<file path="src/rtl/uart_word_tx.sv">
// Purpose: UART 8N1 transmitter fed by a small queue of 32-bit words or single bytes.
// Latency: a write sampled at edge N into an idle, empty block drives tx low at edge N+2.
// Backpressure: full is asserted at FIFO_DEPTH entries; a write while full is dropped and sets the sticky overflow flag.
//
// Ports:
//   clk        CPU clock
//   rst        synchronous reset, active-high; aborts any frame and discards queued data
//   wr_en      enqueue request
//   wr_data    32-bit payload
//   word_mode  1 = send all 4 bytes of wr_data, LSB byte first; 0 = send wr_data[7:0]
//   full       queue holds FIFO_DEPTH entries
//   busy       queue non-empty or a frame is still on the line
//   overflow   sticky flag for a dropped write
//   tx         serial line, idles high
module uart_word_tx #(
    parameter int CLKS_PER_BIT = 87,
    parameter int FIFO_DEPTH   = 4
) (
    input  logic        clk,
    input  logic        rst,
    input  logic        wr_en,
    input  logic [31:0] wr_data,
    input  logic        word_mode,
    output logic        full,
    output logic        busy,
    output logic        overflow,
    output logic        tx
);

    localparam int CW = (CLKS_PER_BIT > 1) ? $clog2(CLKS_PER_BIT) : 1;
    localparam int AW = $clog2(FIFO_DEPTH);
    localparam int NW = AW + 1;

    localparam logic [CW-1:0] BAUD_LAST = CW'(CLKS_PER_BIT - 1);
    localparam logic [NW-1:0] DEPTH_N   = NW'(FIFO_DEPTH);

    typedef enum logic [1:0] {
        IDLE  = 2'd0,
        START = 2'd1,
        DATA  = 2'd2,
        STOP  = 2'd3
    } state_t;

    // ------------------------------------------------------------------
    // Entry queue: {word_mode, wr_data}
    // ------------------------------------------------------------------
    logic [32:0]   mem [FIFO_DEPTH];
    logic [AW-1:0] wr_ptr;
    logic [AW-1:0] rd_ptr;
    logic [NW-1:0] count;
    logic          push;
    logic          pop;
    logic [32:0]   head;

    // full comes from the registered count, so a write while full is dropped
    // even when the FSM pops in that same cycle.
    assign full = (count == DEPTH_N);
    assign push = wr_en && !full;
    assign head = mem[rd_ptr];

    always_ff @(posedge clk) begin
        if (rst) begin
            wr_ptr   <= '0;
            rd_ptr   <= '0;
            count    <= '0;
            overflow <= 1'b0;
        end else begin
            if (push) begin
                wr_ptr <= wr_ptr + 1'b1;
            end
            if (pop) begin
                rd_ptr <= rd_ptr + 1'b1;
            end
            case ({push, pop})
                2'b10:   count <= count + 1'b1;
                2'b01:   count <= count - 1'b1;
                default: count <= count;
            endcase
            if (wr_en && full) begin
                overflow <= 1'b1;
            end
        end
    end

    // Storage needs no reset: only entries below count are ever read.
    always_ff @(posedge clk) begin
        if (push) begin
            mem[wr_ptr] <= {word_mode, wr_data};
        end
    end

    // ------------------------------------------------------------------
    // Serialiser FSM
    // ------------------------------------------------------------------
    state_t        state;
    state_t        state_n;
    logic [CW-1:0] baud_cnt;
    logic [CW-1:0] baud_n;
    logic [2:0]    bit_idx;
    logic [2:0]    bit_n;
    logic [1:0]    bytes_left;
    logic [1:0]    bytes_n;
    logic [31:0]   shift;
    logic [31:0]   shift_n;
    logic          tx_n;
    logic          baud_done;
    logic          line_active;

    assign baud_done = (baud_cnt == BAUD_LAST);

    always_ff @(posedge clk) begin
        if (rst) begin
            state       <= IDLE;
            baud_cnt    <= '0;
            bit_idx     <= '0;
            bytes_left  <= '0;
            shift       <= '0;
            tx          <= 1'b1;
            line_active <= 1'b0;
        end else begin
            state       <= state_n;
            baud_cnt    <= baud_n;
            bit_idx     <= bit_n;
            bytes_left  <= bytes_n;
            shift       <= shift_n;
            tx          <= tx_n;
            line_active <= (state != IDLE);
        end
    end

    always_comb begin
        state_n = state;
        baud_n  = baud_cnt;
        bit_n   = bit_idx;
        bytes_n = bytes_left;
        shift_n = shift;
        pop     = 1'b0;
        tx_n    = 1'b1;

        case (state)
            IDLE: begin
                tx_n   = 1'b1;
                baud_n = '0;
                if (count != '0) begin
                    pop     = 1'b1;
                    shift_n = head[31:0];
                    bytes_n = head[32] ? 2'd3 : 2'd0;
                    state_n = START;
                end
            end

            START: begin
                tx_n = 1'b0;
                if (baud_done) begin
                    baud_n  = '0;
                    bit_n   = '0;
                    state_n = DATA;
                end else begin
                    baud_n = baud_cnt + 1'b1;
                end
            end

            DATA: begin
                tx_n = shift[bit_idx];
                if (baud_done) begin
                    baud_n = '0;
                    if (bit_idx == 3'd7) begin
                        state_n = STOP;
                    end else begin
                        bit_n = bit_idx + 1'b1;
                    end
                end else begin
                    baud_n = baud_cnt + 1'b1;
                end
            end

            STOP: begin
                tx_n = 1'b1;
                if (baud_done) begin
                    baud_n = '0;
                    // Remaining bytes of a word follow with no idle gap.
                    if (bytes_left != 2'd0) begin
                        shift_n = shift >> 8;
                        bytes_n = bytes_left - 1'b1;
                        state_n = START;
                    end else begin
                        state_n = IDLE;
                    end
                end else begin
                    baud_n = baud_cnt + 1'b1;
                end
            end

            default: begin
                state_n = IDLE;
            end
        endcase
    end

    // tx is registered one cycle behind the state, so line_active keeps busy
    // high until the stop bit has actually finished on the pin.
    assign busy = (state != IDLE) || (count != '0) || line_active;

endmodule

</file>
<file path="config.mk">
export PLATFORM = sky130hd
export DESIGN_NAME = uart_word_tx
export DESIGN_NICKNAME = d
export VERILOG_FILES = /design/src/rtl/uart_word_tx.sv
export SDC_FILE = /design/constraint.sdc
export NUM_CORES = 1
export LEC_CHECK = 0
export BUFFER_PORTS_ARGS = -buffer_cell sky130_fd_sc_hd__buf_2
export CELL_PAD_IN_SITES_DETAIL_PLACEMENT = 1
export CELL_PAD_IN_SITES_GLOBAL_PLACEMENT = 2
export CORE_AREA = 2 2 129 131
export DETAILED_ROUTE_END_ITERATION = 7
export DIE_AREA = 0 0 131 133
export PLACE_DENSITY = 0.88
export SETUP_SLACK_MARGIN = 0.5
export SLEW_MARGIN = 25
export SYNTH_ARGS = -nofsm -noshare
export SYNTH_HDL_FRONTEND = slang
export SYNTH_SLANG_ARGS = --single-unit
</file>
<file path="constraint.sdc">
create_clock -name clk -period 6.6 [get_ports clk]
set_input_delay 0.66 -clock clk [delete_from_list [all_inputs] [get_ports clk]]
set_output_delay 0.66 -clock clk [all_outputs]
set_load 0.05 [all_outputs]
</file>
# Yosys cells after proc, flatten, opt, wreduce, memory -nomap -nowiden
# Memory sizes are Yosys's and may differ from the RTL's. A register that Yosys moved wholly into a read port is not among the register bits.
# Cells that the tools add are included.
[word_totals] reg_bits=56 n_memories=1 ram_bits=132
[op_classes] eq_ne=15 addsub=7 n_lt_le_gt_ge=1 reduce_logical=17 n_mux=32
[memory_table] name="mem" depth=4 word_bits=33 read_ports=1 rd_ports_with_merged_regs=1 write_ports=1 line_no="47" rtl="logic [32:0] mem [FIFO_DEPTH];"
[ops] op="32-bit 2-to-1 mux" count=3
[ops] op="32-bit one-hot mux with 2 select lines" count=1
[ops] op="2-bit 2-to-1 mux" count=11
[ops] op="2-bit inequality test, second input constant" count=7
[ops] op="7-bit one-hot mux with 2 select lines" count=1
[ops] op="3-bit one-hot mux with 2 select lines" count=2
[ops] op="2-bit nonzero test" count=5
[ops] op="3-bit 2-to-1 mux" count=3
[ops] op="2-bit one-hot mux with 4 select lines" count=1
[ops] op="4-bit AND reduction" count=2
[ops] op="7-bit by 1-bit adder with 7-bit output, second input constant" count=1
[ops] op="7-bit == test, second input constant" count=1
[ops] op="7-bit 2-to-1 mux" count=1
[ops] op="3-bit by 1-bit adder with 3-bit output, second input constant" count=2
[ops] op="2-bit == test, second input constant" count=3
[ops] op="3-bit == test, second input constant" count=2
[ops] op="3-bit by 6-bit less-than comparator with 1-bit output, second input constant" count=1
[ops] op="1-bit 2-to-1 mux" count=6
[ops] op="5-bit AND reduction" count=1
[ops] op="2-bit by 1-bit adder with 2-bit output, second input constant" count=2
[ops] op="2-bit by 1-bit == test with 1-bit output, second input constant" count=2
[ops] op="2-bit one-hot mux with 2 select lines" count=1
[ops] op="1-bit binary-select mux with 3-bit select" count=1
[ops] op="1-bit one-hot mux with 3 select lines" count=1
[ops] op="other kinds (9)" count=11

# Depth between registers and ports, before layout
# Gate-level depths: netlist (run 1).
[logic_depth] depth_word=5 mapped_depth=9

# Worst setup path before layout (run 1)
# Ideal clock, no wire load.
[synth_path] path_kind="reg-to-reg" start="register count[2]" end="register count[2]" n_path_buf=0 setup_ns=0.070 stages_incl_launch_ff=10 t_required_ns=6.530 t_arrival_ns=2.265 synth_period_minus_slack_ns=2.335 slack_ns=4.265 cell_sequence="dfxtp_1 or3b_2 and2_1 inv_1 ha_1 inv_1 fa_1 xor2_1 or3_1 a21oi_1"
[synth_via] elab_chain_cells=5 word_cells_on_any_way=12
[synth_rtl] element="from (decl)" line_no="50" rtl="logic [NW-1:0] count;"
[synth_rtl] element="from (signal assigned)" line_no="75" rtl="2'b10: count <= count + 1'b1;"
[synth_rtl] element="from (signal assigned)" line_no="76" rtl="2'b01: count <= count - 1'b1;"
[synth_rtl] element="from (signal assigned)" line_no="77" rtl="default: count <= count;"
[synth_rtl] element="3-bit nonzero test or 3-bit == test (tied branches)" line_no="144, 57"
[synth_rtl] element="1-bit 2-to-1 mux or 1-bit logical NOT (tied branches)" line_no="144, 58"
[synth_rtl] element="1-bit 2-to-1 mux or 1-bit logical AND (tied branches)" line_no="140, 58"
[synth_rtl] element="2-bit by 1-bit == test with 1-bit output or 2-bit == test (tied branches)" line_no="74" rtl="case ({push, pop})"
[synth_rtl] element="3-bit one-hot mux with 2 select lines or 2-bit nonzero test (tied branches)"
# Several ways; a longest one is shown, not always the timed one.
# A chain may end at the register's enable or synchronous reset.

# Worst setup path in the final report (run 1)
[layout_path] start="register state[0]" end="output busy"
[layout_via] elab_chain_cells=3
[layout_rtl] element="from (decl)" line_no="95" rtl="state_t state;"
[layout_rtl] element="from (signal assigned)" line_no="121" rtl="state <= state_n;"
[layout_rtl] element="2-bit nonzero test" line_no="202" rtl="assign busy = (state != IDLE) || (count != '0) || line_active;"
[layout_rtl] element="1-bit logical OR (2 in a row)" line_no="202"
[layout_rtl] element="to (decl)" line_no="25" rtl="output logic busy,"
# No other way between the ends.

==> reports/qor.csv, run 1 <==
metric,value,unit
synth unique cells,43,
"area fraction in and, or, nand and nor cells after synthesis",4.47,%
row count,47,
Total Nets Final,562,
Post-DP HPWL,9690,um
P&R area growth vs syn,13.2,%
first-pass GRT wire length,25500,um
final RePlAce weighted congestion,0.695,
die area,0.0174,sq mm
post-synthesis xor/xnor area fraction,0.927,%
Comb power frac,32.0,%
"Seq/Total Area, Yosys",67.8,%
maximum vdd ir drop,0.226,mV
status,completed,
Final ANT Viol Nets,0,
Vias/cell,5.62,
Initial Util,46.8,%
Detailed Routing Iterations Pass 1,4,
post-cts repair resize count,0,
final period utilization,41.3,%
minimum clock period,2.72,ns
largest family of logic cells by synthesized area,multiplexers,
deepest clock path buffer count,2,
Reg power frac,41.8,%
drt wl/cell,21.6,um
core area,0.0162,sq mm
Mapped Cells,471,
Worst Skew,0.00888,ns
Mapped Area,0.00756,sq mm
Clock Latency Late Sink,0.43,ns
CTS tree,built,
"Setup violations, final",0,
worst path required time,5.94,ns
Initial DRC Count,199,
HP Class,in -> reg,
I/O pin count,40,
Die Height,133,um
Hold Buf Count CTS,0,
"Arr. time, crit path",2.06,ns
PortBufs,39,
Final Hold Violating Endpoints,0,
Synth Area in Compound Gates,7.93,%
ANT cells,0,
pin count of the biggest net entering global routing,52,
yosys warns,0,
Worst-path clk slew,0.07,ns
H-tree levels,4,
"Design Area, Final",0.00856,sq mm
fmax,367,MHz
share of cells above drive strength 1,23.1,%
Mapped Nets,522,
CP max FO,13,
clock sink count,190,
post-synthesis mux area share,13.9,%
Slew @ Worst Pin,0.985,ns
drt drc,0,
GR Util All Layers,19.8,%
Root Driver,clkbuf_16,
total wire length,16100,um
Max Transition Viols Final,0,
post-layout util,52.9,%
NetSw,1.32,mW
Post-CTS Setup Repair Bufs,0,
clock power share,26.2,%
Max-cap violations,0,
setup TNS,0,ns
grt ovf,0,
RSZ-0062 raised after global routing,no,
vias post-DR,4182,
TritonCTS Buffers,17,
CP endpoint kind,output pin,
WS Path Type,reg -> out,
Worst setup SP type,flip-flop,
Leak Pwr,3.02,nW
worst rel slew slack,34.3,%
area of placed instances,0.00798,sq mm
vias in the first global route,4531,
P_int,2.55,mW
Fillers,1527,
syn_area_per_cell,16.1,sq um
switch share,34.0,%
initial antenna violation count,0,
chip width,131,um
Cell Pwr Density,452,mW/mm^2
area share of fa/ha/maj cells after synthesis,2.58,%
Synth Register Bits,190,
==> state kept, by name, summed over array words and instances, names as in the netlist, named ones only <==
| register | cells |
|---|---|
| line_active | 1 |
| bytes_left | 2 |
| state | 2 |
| tx | 1 |
| baud_cnt | 7 |
| shift | 32 |
| count | 3 |
| bit_idx | 3 |
| mem | 132 |
| rd_ptr | 2 |
| wr_ptr | 2 |
| overflow | 1 |
==> worst paths after layout <==
path / depth (start not counted) / slack (ns) / start / to
max: 6 / 3.88 / state[0] / busy
min reg2reg: 2 / 0.47 / overflow / overflow
min: 1 / 0.44 / wr_data[26] / mem[2][26]
max reg2reg: 9 / 4.03 / count[2] / count[2]
==> placed cells by master, fill, tap and decap left out, drive strengths merged, types with 3 or more instances in the layout <==
cell type  instances
xnor2              3
a21oi             41
dfxtp             58
nor2              18
mux4              35
xor2               5
nand2b             7
and3               4
nand3             13
o21ai             13
clkinvlp           3
edfxtp           132
or3                6
inv               21
clkinv             4
buf               48
a311oi            24
nand2              9
clkbuf            18
ha                14
mux2i             25
==> Yosys cell counts (all sizes together) <==
library cell  count  area [sq um]
edfxtp          132          3960
dfxtp            58          1160
a21oi            41           205
mux4             35           788
mux2i            25           250
a311oi           24           210
nor2             18          67.6
clkbuf           16          60.1
inv              15          56.3
ha               14           175
nand3            13          65.1
o21ai            13          65.1
buf              11          65.1
nand2             9          33.8
nand2b            7          43.8
or3               6          37.5
xor2              5          43.8
and3              4          25.0
xnor2             3          26.3
a31oi             2          12.5
o31a              2          17.5
a2111oi           1          15.0
a211oi            1          7.51
a21boi            1          7.51
a31o              1          8.76
a32o              1          10.0
and2              1          6.26
clkinv            1          3.75
fa                1          20.0
mux2              1          11.3
nand3b            1          7.51
nand4bb           1          16.3
nor3              1          5.00
nor4              1          6.26
nor4b             1          15.0
o2111a            1          11.3
o21a              1          7.51
o31ai             1          21.3
or3b              1          8.76
==> critical path, cell delays in order, from the launching register on <==
cell and delay [ns]:
dfxtp_1 0.36, inv_1 0.11, ha_1 0.29, nor4b_2 0.29, buf_4 0.27, nand2b_1 0.09
buf_2 0.21
==> per-layer routing <==
layer	vias up	part of all wire, %	wire, um	GRT usage (%)
met2	67	54	8620	33.7
met5	-	0	0	0
met4	0	1.5	249	6.68
met1	2154	42	6800	25.2
li1	1943	-	-	-
met3	18	2.6	422	4.04
==> layout make-up <==
cell class              count  area (sq um)  share of cell area [%]
clock buffers              18           429                    5.01
clock inverters            14           156                    1.83
inverters                  16          60.1                   0.701
multi-input cells         238          2250                    26.3
flip-flops and latches    190          5130                    59.9
well taps                 220           275                    3.21
repair buffers             48           263                    3.07
==> power groups by stage <==
stage / sequential [mW] / combinational, mW / clock [mW]
after global placement: 1.62 / 1.16 / 0
final: 1.62 / 1.24 / 1.01
after global routing: 1.64 / 1.36 / 1.08
after detailed placement: 1.64 / 1.22 / 0
after floorplan: 1.58 / 0.965 / 0
after CTS: 1.62 / 1.25 / 1.04
==> kinds of logic after synthesis <==
logic type	after synthesis
and+or+nand+nor	64
buffers and inverters	43
muxes	61
xor gates and xnor gates	8
AOI/OAI and AO/OA	90
DFF	190
adders and majority gates	15
==> per-stage QoR <==
stage	total power, mW	setup WS, ns	hold slack, ns	instances
after global routing	4.07	3.76	0.427	744
after detailed placement	2.86	4.04	0.457	712
final	3.87	3.88	0.439	744
after global placement	2.78	4.16	0.441	712
after floorplan	2.55	4.26	0.430	471
after CTS	3.90	3.86	0.420	744
No activity file was read; power rests on OpenSTA's default activity.
==> run 2: changes to the inputs <==
CORE_AREA = 2 2 139 141   (was 2 2 129 131)
DIE_AREA = 0 0 141 143   (was 0 0 131 133)
PLACE_DENSITY = 0.81   (was 0.88)
clock period = 2.3 ns   (was 6.6 ns; I/O delays follow)
==> run 2 against run 1 <==
  * The run now ends with negative hold slack left
  * Sequential power grew to 2.8 times the previous value
  * Worst hold slack lost 0.44 ns
  * Cell count grew 9.0%
  * Critical endpoint is now count[2]
  * First-iteration DRC count grew 29%
  * Largest power group is now combinational logic
  * Wire length grew 16%
  * Critical path depth grew 3
  * Combinational power grew to 5.1 times the previous value
  * Non-clock buffer count grew 52
==> reports/qor.csv, run 2 (synthesized netlist as in run 1, its figures left out) <==
metric,value,unit,change
status,"finished, violations left",,
failing checks,negative hold slack,,
core area,0.0186,sq mm,+15%
crit-path max cell delay,0.40,ns,+0.04 ns
Final Hold Violating Endpoints,1,,+1
WS Path Type,reg -> reg,,
first-pass GRT wire length,26900,um,+5.5%
met1 Resource Use GR,21.2,%,-4.1 points
setup TNS,0,ns,unchanged
Initial DRC Count,256,,+29%
WHS Path Cells,1,,unchanged
drt drc,0,,unchanged
total wire length,18700,um,+16%
Root Driver,clkbuf_16,,
Post-Place Worst Slack,0.0847,ns,-3.95 ns
Worst setup SP type,flip-flop,,
Top reg by flops,mem,,
Slew @ Worst Pin,0.551,ns,-0.434 ns
met3 Track Usage GR,4.19,%,+0.15 points
GRT busiest layer,met2,,
vias in the first global route,4855,,+7.2%
"Arr. time, crit path",2.59,ns,+0.53 ns
minimum clock period,2.23,ns,
worst-path cell chain,"or3b_4, and2_4, inv_4, ha_4, inv_2, fa_2, xor2_2, or3_4, a21oi_2",,
area of placed instances,0.00814,sq mm,+2.1%
"commonest non-fill, non-tap cell in the layout",edfxtp_1,,
Final ANT Viol Nets,0,,unchanged
FF-to-FF path depth,9,,unchanged
Total Nets Final,615,,+9.4%
drt wl/cell,23.0,um,+6.5%
Post-DP HPWL,9490,um,-2.0%
Worst path depth,9,,+3
Cell Pwr Density,1420,mW/mm^2,+210%
pin count of the biggest net entering global routing,35,,-33%
worst rel slew slack,63.3,%,+29 points
M2 GR Usage,32.3,%,-1.4 points
Detailed Routing Iterations Pass 1,4,,unchanged
Worst Skew,0.0115,ns,+0.00266 ns
max reg flops,132,,unchanged
ANT cells,0,,unchanged
WP buf/inv,2,,-1
Vias/cell,5.63,,+0.18%
worst path required time,2.66,ns,-3.28 ns
fmax,449,MHz,
Max-cap violations,0,,unchanged
Top Family by Delay on Critical Path,simple AND/OR/NAND/NOR gates,,
GR Util All Layers,17.8,%,-2.0 points
"Setup violations, final",0,,unchanged
chip width,141,um,+7.6%
grt ovf,0,,unchanged
Worst-path clk slew,0.08,ns,about the same
hold_ws,-0.00109,ns,-0.441 ns
H-tree levels,4,,unchanged
RSZ-0062 raised after global routing,yes,,
PnR Total Power,13.9,mW,+260%
share of cells above drive strength 1,41.4,%,+18 points
Fillers,1714,,+12%
row count,50,,+6.4%
P&R area growth vs syn,29.1,%,
clock sink count,190,,unchanged
Initial Util,40.7,%,-6.1 points
PortBufs,39,,unchanged
final RePlAce weighted congestion,0.737,,+6.0%
HP Class,in -> reg,,
vias post-DR,4567,,+9.2%
setup ws final,0.0742,ns,-3.80 ns
CP max FO,2,,-11
Leak Pwr,3.46,nW,+14%
die area,0.0202,sq mm,+16%
"Design Area, Final",0.00976,sq mm,+14%
TritonCTS Buffers,17,,unchanged
Die Height,143,um,+7.5%
I/O pin count,40,,unchanged
initial antenna violation count,0,,unchanged
CP endpoint kind,flip-flop,,
CTS tree,built,,
deepest clock path buffer count,2,,unchanged
maximum vdd ir drop,0.693,mV,+210%
final period utilization,96.8,%,
CP max stage cell,or3b_4,,
"commonest cells after routing, fill and taps aside","132 x edfxtp_1, 47 x dfxtp_1, 37 x buf_2",,
Clock Latency Late Sink,0.45,ns,+0.02 ns
Max Transition Viols Final,0,,unchanged
biggest regs,"mem (132), shift (32), baud_cnt (7)",,
[run 2: area by class of cell]
cell class / count / area, sq um / area share [%]
Clock buffer: 21 / 450 / 4.61
Tap cell: 234 / 293 / 3.00
Timing Repair Buffer: 100 / 1040 / 10.7
Multi-Input combinational cell: 239 / 2620 / 26.9
Sequential cell: 190 / 5160 / 52.8
Inverter: 16 / 75.1 / 0.769
Clock inverter: 11 / 124 / 1.27
[run 2: worst paths after layout]
check | startpoint | to | slack, ns
worst max-delay path | count[1] | count[2] | 0.07
worst max register to register | count[1] | count[2] | 0.07
worst min-delay path | wr_data[10] | mem[0][10] | -0.001
worst min register to register | baud_cnt[0] | baud_cnt[0] | 0.43
[run 2: report_power, final]
part / leakage (nW) / internal [mW] / switching (mW)
combinational: 1.48 / 3.13 / 3.20
clock: 0.279 / 1.57 / 1.39
sequential: 1.69 / 4.28 / 0.305
[run 2: routing by layer]
metal	vias to the layer above	share of wire (%)	wire length, um
met5	-	0	0
met4	0	2.1	401
met3	35	3.6	663
met2	99	54	10100
met1	2385	40	7480
li1	2048	-	-
[run 2: through the flow]
stage | utilization [%] | cells
3_5_place_dp | 43.8 | 730
3_3_place_gp | 43.8 | 730
4_1_cts | 49.2 | 785
2_1_floorplan | - | 471
5_1_grt | 52.5 | 811
6_report | 52.5 | 811
[run 2: what timing repair did]
action,CTS,global route
gates cloned,5,6
hold buffers,6,3
pin swaps,4,24
resized for setup,36,85
endpoints found under the setup margin,40,41
hold endpoints to repair,24,12
setup buffers,12,17
